**src/rtl/tensor_hmma_sequencer_if.sv**
```systemverilog
// Issue-side macro-op and tensor-core-side uop bundles for the HMMA sequencer.
// master drives macro-ops and consumes uops; slave is the sequencer.
interface tensor_hmma_sequencer_if #(
  parameter int NUM_THREADS = 32,
  parameter int XLEN        = 32,
  parameter int UUID_WIDTH  = 44,
  parameter int NW_WIDTH    = 2,
  parameter int NR_BITS     = 6
);
  logic                   in_valid;
  logic                   in_ready;
  logic [UUID_WIDTH-1:0]  in_uuid;
  logic [NW_WIDTH-1:0]    in_wid;
  logic [NUM_THREADS-1:0] in_tmask;
  logic [XLEN-1:0]        in_pc;
  logic                   in_wb;
  logic [NR_BITS-1:0]     in_rd_base;
  logic [NR_BITS-1:0]     in_rs1_base;
  logic [NR_BITS-1:0]     in_rs2_base;
  logic [NR_BITS-1:0]     in_rs3_base;

  logic                   out_valid;
  logic                   out_ready;
  logic [UUID_WIDTH-1:0]  out_uuid;
  logic [NW_WIDTH-1:0]    out_wid;
  logic [NUM_THREADS-1:0] out_tmask;
  logic [XLEN-1:0]        out_pc;
  logic                   out_wb;
  logic [1:0]             out_op_type;
  logic                   out_substep;
  logic [NR_BITS-1:0]     out_rd;
  logic [NR_BITS-1:0]     out_rs1;
  logic [NR_BITS-1:0]     out_rs2;
  logic [NR_BITS-1:0]     out_rs3;
  logic                   out_last;

  modport master (
    output in_valid, in_uuid, in_wid, in_tmask, in_pc, in_wb,
    output in_rd_base, in_rs1_base, in_rs2_base, in_rs3_base,
    input  in_ready,
    input  out_valid, out_uuid, out_wid, out_tmask, out_pc, out_wb,
    input  out_op_type, out_substep,
    input  out_rd, out_rs1, out_rs2, out_rs3, out_last,
    output out_ready
  );

  modport slave (
    input  in_valid, in_uuid, in_wid, in_tmask, in_pc, in_wb,
    input  in_rd_base, in_rs1_base, in_rs2_base, in_rs3_base,
    output in_ready,
    output out_valid, out_uuid, out_wid, out_tmask, out_pc, out_wb,
    output out_op_type, out_substep,
    output out_rd, out_rs1, out_rs2, out_rs3, out_last,
    input  out_ready
  );
endinterface

```
**src/rtl/tensor_hmma_sequencer.sv**
```systemverilog
// Expands one HMMA macro-op into 8 tensor-core uops (4 steps x 2 substeps).
// Optional perf counters enabled by defining TENSOR_SEQ_PERF_EN.
module tensor_hmma_sequencer #(
  parameter int ISW         = 0,
  parameter int NUM_THREADS = 32,
  parameter int XLEN        = 32,
  parameter int UUID_WIDTH  = 44,
  parameter int NW_WIDTH    = 2,
  parameter int NR_BITS     = 6
) (
  input  logic        clk,
  input  logic        reset,
  tensor_hmma_sequencer_if.slave bus,
  output logic        busy,
  output logic [31:0] perf_ops,
  output logic [31:0] perf_stalls
);
  typedef enum logic {IDLE, ISSUE} state_t;

  state_t                 state;
  logic [2:0]             cnt;
  logic [UUID_WIDTH-1:0]  uuid_q;
  logic [NW_WIDTH-1:0]    wid_q;
  logic [NUM_THREADS-1:0] tmask_q;
  logic [XLEN-1:0]        pc_q;
  logic                   wb_q;
  logic [NR_BITS-1:0]     rd_q;
  logic [NR_BITS-1:0]     rs1_q;
  logic [NR_BITS-1:0]     rs2_q;
  logic [NR_BITS-1:0]     rs3_q;

  logic last;
  logic in_fire;
  logic out_fire;

  assign busy     = (state == ISSUE);
  assign last     = busy && (cnt == 3'd7);
  assign in_fire  = bus.in_valid && bus.in_ready;
  assign out_fire = busy && bus.out_ready;

  // Accepting on the last-uop fire lets ops run back to back.
  assign bus.in_ready = !busy || (last && bus.out_ready);

  always_ff @(posedge clk) begin
    if (reset) begin
      state   <= IDLE;
      cnt     <= 3'd0;
      uuid_q  <= '0;
      wid_q   <= '0;
      tmask_q <= '0;
      pc_q    <= '0;
      wb_q    <= 1'b0;
      rd_q    <= '0;
      rs1_q   <= '0;
      rs2_q   <= '0;
      rs3_q   <= '0;
    end else begin
      case (state)
        IDLE: begin
          if (in_fire) begin
            state <= ISSUE;
            cnt   <= 3'd0;
          end
        end
        ISSUE: begin
          if (out_fire) begin
            if (cnt != 3'd7) begin
              cnt <= cnt + 3'd1;
            end else begin
              cnt <= 3'd0;
              if (!bus.in_valid) state <= IDLE;
            end
          end
        end
        default: state <= IDLE;
      endcase
      if (in_fire) begin
        uuid_q  <= bus.in_uuid;
        wid_q   <= bus.in_wid;
        tmask_q <= bus.in_tmask;
        pc_q    <= bus.in_pc;
        wb_q    <= bus.in_wb;
        rd_q    <= bus.in_rd_base;
        rs1_q   <= bus.in_rs1_base;
        rs2_q   <= bus.in_rs2_base;
        rs3_q   <= bus.in_rs3_base;
      end
    end
  end

  assign bus.out_valid   = busy;
  assign bus.out_last    = last;
  assign bus.out_uuid    = uuid_q;
  assign bus.out_wid     = wid_q;
  assign bus.out_tmask   = tmask_q;
  assign bus.out_pc      = pc_q;
  assign bus.out_wb      = wb_q;
  assign bus.out_op_type = cnt[2:1];
  assign bus.out_substep = cnt[0];
  // A/B rows alternate per substep; C and D walk all 8 registers.
  assign bus.out_rs1 = rs1_q + NR_BITS'(cnt[0]);
  assign bus.out_rs2 = rs2_q + NR_BITS'(cnt[0]);
  assign bus.out_rs3 = rs3_q + NR_BITS'(cnt);
  assign bus.out_rd  = rd_q + NR_BITS'(cnt);

`ifdef TENSOR_SEQ_PERF_EN
  logic [31:0] ops_q;
  logic [31:0] stalls_q;

  always_ff @(posedge clk) begin
    if (reset) begin
      ops_q    <= 32'd0;
      stalls_q <= 32'd0;
    end else begin
      if (out_fire && last) ops_q <= ops_q + 32'd1;
      if (busy && !bus.out_ready) stalls_q <= stalls_q + 32'd1;
    end
  end

  assign perf_ops    = ops_q;
  assign perf_stalls = stalls_q;
`else
  assign perf_ops    = 32'd0;
  assign perf_stalls = 32'd0;
`endif
endmodule

```
**src/flat_wrapper.sv**
```systemverilog
// flat-port wrapper written by rule: the top's interface ports become plain ports
module tensor_hmma_sequencer_flat 
#(
  parameter int ISW         = 0,
  parameter int NUM_THREADS = 32,
  parameter int XLEN        = 32,
  parameter int UUID_WIDTH  = 44,
  parameter int NW_WIDTH    = 2,
  parameter int NR_BITS     = 6
)
  (clk, reset, busy, perf_ops, perf_stalls, bus_in_valid, bus_in_uuid, bus_in_wid, bus_in_tmask, bus_in_pc, bus_in_wb, bus_in_rd_base, bus_in_rs1_base, bus_in_rs2_base, bus_in_rs3_base, bus_in_ready, bus_out_valid, bus_out_uuid, bus_out_wid, bus_out_tmask, bus_out_pc, bus_out_wb, bus_out_op_type, bus_out_substep, bus_out_rd, bus_out_rs1, bus_out_rs2, bus_out_rs3, bus_out_last, bus_out_ready);
  tensor_hmma_sequencer_if #(.NUM_THREADS(NUM_THREADS), .XLEN(XLEN), .UUID_WIDTH(UUID_WIDTH), .NW_WIDTH(NW_WIDTH), .NR_BITS(NR_BITS)) bus_i ();
  input  logic clk;
  input  logic reset;
  output logic busy;
  output logic [31:0] perf_ops;
  output logic [31:0] perf_stalls;
  input wire logic [$bits(bus_i.in_valid)-1:0] bus_in_valid;
  input wire logic [$bits(bus_i.in_uuid)-1:0] bus_in_uuid;
  input wire logic [$bits(bus_i.in_wid)-1:0] bus_in_wid;
  input wire logic [$bits(bus_i.in_tmask)-1:0] bus_in_tmask;
  input wire logic [$bits(bus_i.in_pc)-1:0] bus_in_pc;
  input wire logic [$bits(bus_i.in_wb)-1:0] bus_in_wb;
  input wire logic [$bits(bus_i.in_rd_base)-1:0] bus_in_rd_base;
  input wire logic [$bits(bus_i.in_rs1_base)-1:0] bus_in_rs1_base;
  input wire logic [$bits(bus_i.in_rs2_base)-1:0] bus_in_rs2_base;
  input wire logic [$bits(bus_i.in_rs3_base)-1:0] bus_in_rs3_base;
  output wire logic [$bits(bus_i.in_ready)-1:0] bus_in_ready;
  output wire logic [$bits(bus_i.out_valid)-1:0] bus_out_valid;
  output wire logic [$bits(bus_i.out_uuid)-1:0] bus_out_uuid;
  output wire logic [$bits(bus_i.out_wid)-1:0] bus_out_wid;
  output wire logic [$bits(bus_i.out_tmask)-1:0] bus_out_tmask;
  output wire logic [$bits(bus_i.out_pc)-1:0] bus_out_pc;
  output wire logic [$bits(bus_i.out_wb)-1:0] bus_out_wb;
  output wire logic [$bits(bus_i.out_op_type)-1:0] bus_out_op_type;
  output wire logic [$bits(bus_i.out_substep)-1:0] bus_out_substep;
  output wire logic [$bits(bus_i.out_rd)-1:0] bus_out_rd;
  output wire logic [$bits(bus_i.out_rs1)-1:0] bus_out_rs1;
  output wire logic [$bits(bus_i.out_rs2)-1:0] bus_out_rs2;
  output wire logic [$bits(bus_i.out_rs3)-1:0] bus_out_rs3;
  output wire logic [$bits(bus_i.out_last)-1:0] bus_out_last;
  input wire logic [$bits(bus_i.out_ready)-1:0] bus_out_ready;
  assign bus_i.in_valid = bus_in_valid;
  assign bus_i.in_uuid = bus_in_uuid;
  assign bus_i.in_wid = bus_in_wid;
  assign bus_i.in_tmask = bus_in_tmask;
  assign bus_i.in_pc = bus_in_pc;
  assign bus_i.in_wb = bus_in_wb;
  assign bus_i.in_rd_base = bus_in_rd_base;
  assign bus_i.in_rs1_base = bus_in_rs1_base;
  assign bus_i.in_rs2_base = bus_in_rs2_base;
  assign bus_i.in_rs3_base = bus_in_rs3_base;
  assign bus_in_ready = bus_i.in_ready;
  assign bus_out_valid = bus_i.out_valid;
  assign bus_out_uuid = bus_i.out_uuid;
  assign bus_out_wid = bus_i.out_wid;
  assign bus_out_tmask = bus_i.out_tmask;
  assign bus_out_pc = bus_i.out_pc;
  assign bus_out_wb = bus_i.out_wb;
  assign bus_out_op_type = bus_i.out_op_type;
  assign bus_out_substep = bus_i.out_substep;
  assign bus_out_rd = bus_i.out_rd;
  assign bus_out_rs1 = bus_i.out_rs1;
  assign bus_out_rs2 = bus_i.out_rs2;
  assign bus_out_rs3 = bus_i.out_rs3;
  assign bus_out_last = bus_i.out_last;
  assign bus_i.out_ready = bus_out_ready;
  tensor_hmma_sequencer #(.ISW(ISW), .NUM_THREADS(NUM_THREADS), .XLEN(XLEN), .UUID_WIDTH(UUID_WIDTH), .NW_WIDTH(NW_WIDTH), .NR_BITS(NR_BITS)) u_core (.clk(clk), .reset(reset), .bus(bus_i), .busy(busy), .perf_ops(perf_ops), .perf_stalls(perf_stalls));
endmodule
```
**config.mk**
```make
export PLATFORM = sky130hd
export DESIGN_NAME = tensor_hmma_sequencer_flat
export DESIGN_NICKNAME = d
export VERILOG_FILES = /design/src/rtl/tensor_hmma_sequencer_if.sv /design/src/rtl/tensor_hmma_sequencer.sv /design/src/flat_wrapper.sv
export SDC_FILE = /design/constraint.sdc
export NUM_CORES = 1
export LEC_CHECK = 0
export ABC_CLOCK_PERIOD_IN_PS = 2900
export CAP_MARGIN = 20
export CELL_PAD_IN_SITES_DETAIL_PLACEMENT = 2
export CELL_PAD_IN_SITES_GLOBAL_PLACEMENT = 2
export CORE_MARGIN = 5
export CORE_UTILIZATION = 25
export DETAILED_ROUTE_END_ITERATION = 12
export PLACE_DENSITY = 0.93
export RECOVER_POWER = 100
export REMOVE_ABC_BUFFERS = 1
export SYNTH_ARGS = -nofsm -noshare
export SYNTH_HDL_FRONTEND = slang
export SYNTH_SLANG_ARGS = --single-unit
```
**constraint.sdc**
```tcl
create_clock -name clk -period 2.9 [get_ports clk]
set_input_delay 0.29 -clock clk [delete_from_list [all_inputs] [get_ports clk]]
set_output_delay 0.29 -clock clk [all_outputs]
set_load 0.005 [all_outputs]
```
==> Word level (Yosys, flattened, before mapping) <==
Cells that the tools add are included.
{ "word_totals": {"wordCells": 37, "input_bits": 139, "output_inout_bits": 206, "reg_bits": 139} }
{ "classes": {"mux": 9, "bitwise_logic": 1, "reduce_logical": 7, "eq_ne": 4, "addsub": 5} }
{ "ops": {"columns": ["operator", "n"], "rows": [
  ["$add 6x1->6", 2],
  ["$add 6x3->6", 2],
  ["$mux 3", 3],
  ["$pmux 3 s2", 1],
  ["$logic_and 1x1->1", 4],
  ["$mux 1", 4],
  ["$add 3x1->3 const B", 1],
  ["$eq 3x3->1 const B", 1],
  ["$ne 3x3->1 const B", 1],
  ["$ne 2x1->1 const B", 1],
  ["$ne 2x2->1 const B", 1],
  ["$pmux 1 s2", 1],
  ["$reduce_and 2->1", 1],
  ["$logic_not 1->1", 1],
  ["$logic_or 1x1->1", 1],
  ["$not 1->1", 1]
]} }

==> Depth between registers and ports, before layout <==
Gate-level depths: netlist of run 1.
{ "logic_depth": {"ltp_word": 7, "depth_mapped": 8, "ltp_nobuf": 5} }

==> Worst setup path before layout of run 1 <==
OpenSTA, ideal clock, no wires.
{ "synth_timing": {"path_kind": "register to register", "start": "register u_core.cnt[1]", "end": "register u_core.tmask_q[0], in the netlist u_core.bus.out_tmask[0]", "required_ps": 2828, "slack_ps": 1169, "setup_time_ps": 72, "path_stages_with_launch": 9, "arrival_time_ps": 1660, "path_buffers": 3, "cell_sequence": "dfxtp_1 ha_1 ha_1 a21boi_2 nor2b_1 buf_2 buf_6 buf_6 mux2i_1"} }
{ "synth_via": {"elab_chain_len": 5} }
{ "synth_rtl": {"columns": ["item", "line", "text"], "rows": [
  ["start: declaration", "tensor_hmma_sequencer.sv:21", "logic [2:0] cnt;"],
  ["start signal: assignment", "tensor_hmma_sequencer.sv:68", "cnt <= cnt + 3'd1;"],
  ["$eq 3x3->1", "tensor_hmma_sequencer.sv:37", "assign last = busy && (cnt == 3'd7);"],
  ["$logic_and 1x1->1", "tensor_hmma_sequencer.sv:37", null],
  ["$logic_and 1x1->1", "tensor_hmma_sequencer.sv:42", "assign bus.in_ready = !busy || (last && bus.out_ready);"],
  ["$logic_or 1x1->1", "tensor_hmma_sequencer.sv:42", null],
  ["$logic_and 1x1->1", "tensor_hmma_sequencer.sv:38", "assign in_fire = bus.in_valid && bus.in_ready;"],
  ["end signal: assignment", "tensor_hmma_sequencer.sv:80", "tmask_q <= bus.in_tmask;"],
  ["end: declaration", "tensor_hmma_sequencer.sv:24", "logic [NUM_THREADS-1:0] tmask_q;"]
]} }
Every way passes these cells.
A chain may end at the register's enable or synchronous reset.

==> Worst setup path after layout of run 1 <==
{ "layout_timing": {"start": "register u_core.cnt[0]", "end": "output port bus_out_rs3[4]"} }
{ "layout_via": {"elab_chain_len": 1} }
{ "layout_rtl": {"columns": ["item", "line", "text"], "rows": [
  ["$add 6x3->6", "tensor_hmma_sequencer.sv:103", "assign bus.out_rs3 = rs3_q + NR_BITS'(cnt);"],
  ["end: declaration", "flat_wrapper.sv:40", "output wire logic [$bits(bus_i.out_rs3)-1:0] bus_out_rs3;"]
]} }
Every way passes these cells.

==> results of run 1 <==
## layout by cell type (no fill, tap or decap), types with 2 or more instances in the layout
cell type / Yosys / routed
a211oi_1: 2 / 2
a21o_1: 2 / 2
a21oi_1: 2 / 2
and3_1: 2 / 2
buf_12: 0 / 3
bufinv_16: 0 / 2
clkbuf_1: 30 / 6
clkbuf_16: 0 / 17
clkbuf_2: 0 / 3
clkdlybuf4s50_1: 0 / 144
clkinvlp_4: 0 / 4
conb_1: 1 / 64
dfxtp_1: 139 / 139
dlygate4sd3_1: 0 / 135
fa_1: 2 / 2
ha_1: 12 / 12
inv_6: 0 / 4
inv_8: 0 / 2
mux2i_1: 136 / 136
nand2_1: 7 / 7
nand2b_1: 270 / 270
nand3_1: 6 / 6
nor2_1: 7 / 7
nor3_1: 2 / 2
xnor2_1: 8 / 8
xor2_1: 8 / 8
## critical path, stage by stage (launching register included)
cell and delay (ns):
dfxtp_1 0.41, ha_1 0.28, fa_1 0.40, a21o_1 0.20, nand2_1 0.08, xnor2_1 0.12
clkdlybuf4s50_1 0.53
## sequential cells by signal (all words and copies together) (netlist names), 2 cells and up
name and cells:
u_core.bus.out_pc 32, u_core.rs1_q 6, u_core.rs3_q 6, u_core.bus.out_uuid 44, u_core.rs2_q 6, u_core.bus.out_tmask 32, u_core.cnt 3, u_core.rd_q 6
u_core.bus.out_wid 2
## power groups by stage
stage,clock network (µW),logic (µW),registers (µW)
finish,2240,861,2100
global route,2420,938,2120
CTS,2330,933,2110
detailed placement,0,928,2150
global placement,0,897,2140
floorplan,0,419,2150
## layer usage
layer,GRT usage,vias up,wire [µm]
met2,0.266,203,12300
met5,0,-,13
met4,0.0313,2,292
met1,0.144,2673,8400
met3,0.0602,17,2070
li1,-,2724,-
## cells in the mapped netlist, drive strengths merged
| cell | n |
|---|---|
| nand2b | 270 |
| dfxtp | 139 |
| mux2i | 136 |
| buf | 80 |
| clkbuf | 30 |
| ha | 12 |
| xnor2 | 8 |
| xor2 | 8 |
| nand2 | 7 |
| nor2 | 7 |
| nand3 | 6 |
| a211oi | 2 |
| a21o | 2 |
| a21oi | 2 |
| and3 | 2 |
| fa | 2 |
| nor3 | 2 |
| a21boi | 1 |
| a32oi | 1 |
| and2 | 1 |
| conb | 1 |
| inv | 1 |
| nand4b | 1 |
| nor2b | 1 |
| or3 | 1 |
## per-stage QoR
stage	utilization	worst slack, ns
3_3_place_gp	0.360	0.612
5_1_grt	0.379	0.00538
4_1_cts	0.381	0.146
3_5_place_dp	0.360	0.602
6_report	0.379	0.199
2_1_floorplan	-	-7.34
## path summary, 6_finish.rpt
kind / from / endpoint / slack, ns
setup / recovery: u_core.cnt[0] / bus_out_rs3[4] / 0.20
hold / removal: bus_in_uuid[39] / u_core.bus.out_uuid[39] / 0.44
setup reg to reg: u_core.cnt[1] / u_core.bus.out_tmask[9] / 0.25
hold reg to reg: u_core.bus.out_tmask[0] / u_core.bus.out_tmask[0] / 0.47
## cell families (layout without fill, tap and decap cells)
| family | after synthesis | in the layout | share of synthesized area |
|---|---|---|---|
| buffers and inverters | 111 | 324 | 0.101 |
| adders and majority gates | 14 | 14 | 0.0269 |
| DFF | 139 | 139 | 0.393 |
| muxes | 136 | 136 | 0.192 |
| xor gates and xnor gates | 16 | 16 | 0.0198 |
| and+or+nand+nor | 298 | 298 | 0.257 |
| AOI/OAI and AO/OA | 8 | 8 | 0.00849 |
| other | 1 | 64 | 0.000530 |
## layout make-up
type                    count  area (µm²)  share of cell area
flip-flops and latches    139        2780               0.263
well taps                 378         473              0.0448
clock buffers              19         433              0.0410
multi-input cells         536        3820               0.361
repair buffers            291        2900               0.275
inverters                   1        3.75            0.000355
clock inverters            13         156              0.0148
==> results list, run 1 <==
- The worst setup path is launched from a flop.
- For the final routed database, the setup TNS stands at 0 ns.
* Clock network fraction of total power: 0.430
* Area enclosed by the die boundary: 0.0318 mm²
- Required time of the worst setup path: 2.61 ns
* Count of pins over their slew limit: 0
* Placed cell areas: 0.0100 mm²
- For this run, the number of Yosys warnings is 0.
- The flow ran to the end, and the final reports show no timing, DRC or antenna violations.
* First-pass GRT wire length: 35300 µm
* Final estimated routing congestion in global placement: 0.717
* Grt total ovfl: 0
* Routed WL: 23000 µm
- Yosys top cell area share: 0.393
- Port buffering added 280 buffers.
- In the final routed layout, each cell accounts on average for 16.7 µm.
- Max Root-Sink Buffers: 2
* Via-to-Cell Ratio: 4.08
- Number of inserted filler cells in the final layout: 3000
* Maximum level of the CTS H-tree: 4
- Post-route standard cell area excluding fillers: 0.0106 mm²
- Synthesis produced a netlist whose cell count is 723.
- After clock tree synthesis, the repair step resized 0 gates.
* Number of flip-flops and latches in the synthesized netlist: 139
- Via count of the routed design: 5619
- Hold repair after CTS inserted 0 buffers.
* Synthesis-to-finish area growth: 49.3%
- Detailed-router iteration count before antenna repair: 6
- The floorplan step set the die height to 178 µm.
* Cell type with the highest aggregate area in the netlist: dfxtp_1
- Net total in the final layout: 1139
* Post-synthesis average cell area: 9.79 µm²
- For the worst-skew pair, the clock arrives at the later sink with an insertion delay of 0.42 ns.
- The floorplan has 61 rows.
- For the pin with the worst max-slew slack, the measured transition is 0.684 ns.
- In this run the tightest slew margin relative to its limit is 0.544.
- For this run, the top clock speed supported by timing is 370 MHz.
* Ratio of total power to cell area: 493 mW/mm²
* Pint: 3850 µW
* Horizontal die dimension: 178 µm
* Clock period minus worst slack: 2.70 ns
- Across every metal layer, demand over resource in global routing totals 0.141.
* Net switching power: 1360 µW
- Leading post-synthesis cells by cell area: dfxtp_1 39%, nand2b_1 24%, mux2i_1 19%
- Data arrival time of the worst path: 2.41 ns
- Hold violation total from the final report: 0
- Maximum resistive drop on vdd: 327 µV
- Switching portion of total power: 0.261
- Pin count of the biggest net entering global routing: 139
* MaxCap Viol Count: 0
- Netlist area before placement: 0.00708 mm²
- Clock-pin slew was measured on the worst setup and hold paths at 0.07 ns.
- Worst hold path class: in2reg
- On the final layout, the worst clock skew is 0.0181 ns.
- After detailed routing, the number of remaining DRC violations is 0.
- STA classifies the critical path endpoint as an output pin.
- Worst Path Max Fanout: 8
- Setup violations remaining at the end of the flow were counted as 0.
- Counting tap cells, the placed design contains a total of 1345 instances.
- TritonCTS built the clock tree.
- Of the synthesized area, sequential elements account for 0.393.
- The tree built by TritonCTS fans out to 139 sinks.
- Number of diodes: 0
- Core area: 0.0279 mm²
- The finished layout holds 1377 standard cells, fillers aside.
* Worst Reg-to-Reg Cells: 7
* Final Total Pwr: 5210 µW
- Number of buffers inserted by post-CTS setup repair: 0
- In this run, the number of DRC markers left after iteration 0 of detailed routing was 128.
- The number of antenna violations at the first check in global routing is 1.
* Share of total power in combinational logic: 0.165
- Remaining antenna violation count: 0
- Fraction of layout cells with a size suffix above 1: 0.0390
* TritonCTS Buffers: 17
- Of the total power, registers draw 0.404.
- In this run the clock root is driven by a clkbuf_16.
- Setup repair after global routing missed its margin: false
- Post-DP HPWL: 18100 µm
* Number of library cell types mapped by synthesis: 27
- The critical path in this run is classified as reg2out.
- Leakage dissipation: 0.00454 µW
- Worst Hold Margin: 0.440 ns
- Cell count of the worst hold path: 3
- Number of ports placed on the die boundary: 345
* Initial core utilization: 0.254
- The via count of the first global-routing pass is 6367.
- Of the available clock period, the critical path in the final layout requires 0.931.
Note: power is estimated with default switching activity, not from simulation.
==> run 2, diff against run 1 <==
ABC_AREA = 0   (was default)
==> results of run 2 <==
No change in the layout: final DEF, timing and power equal those of run 1.
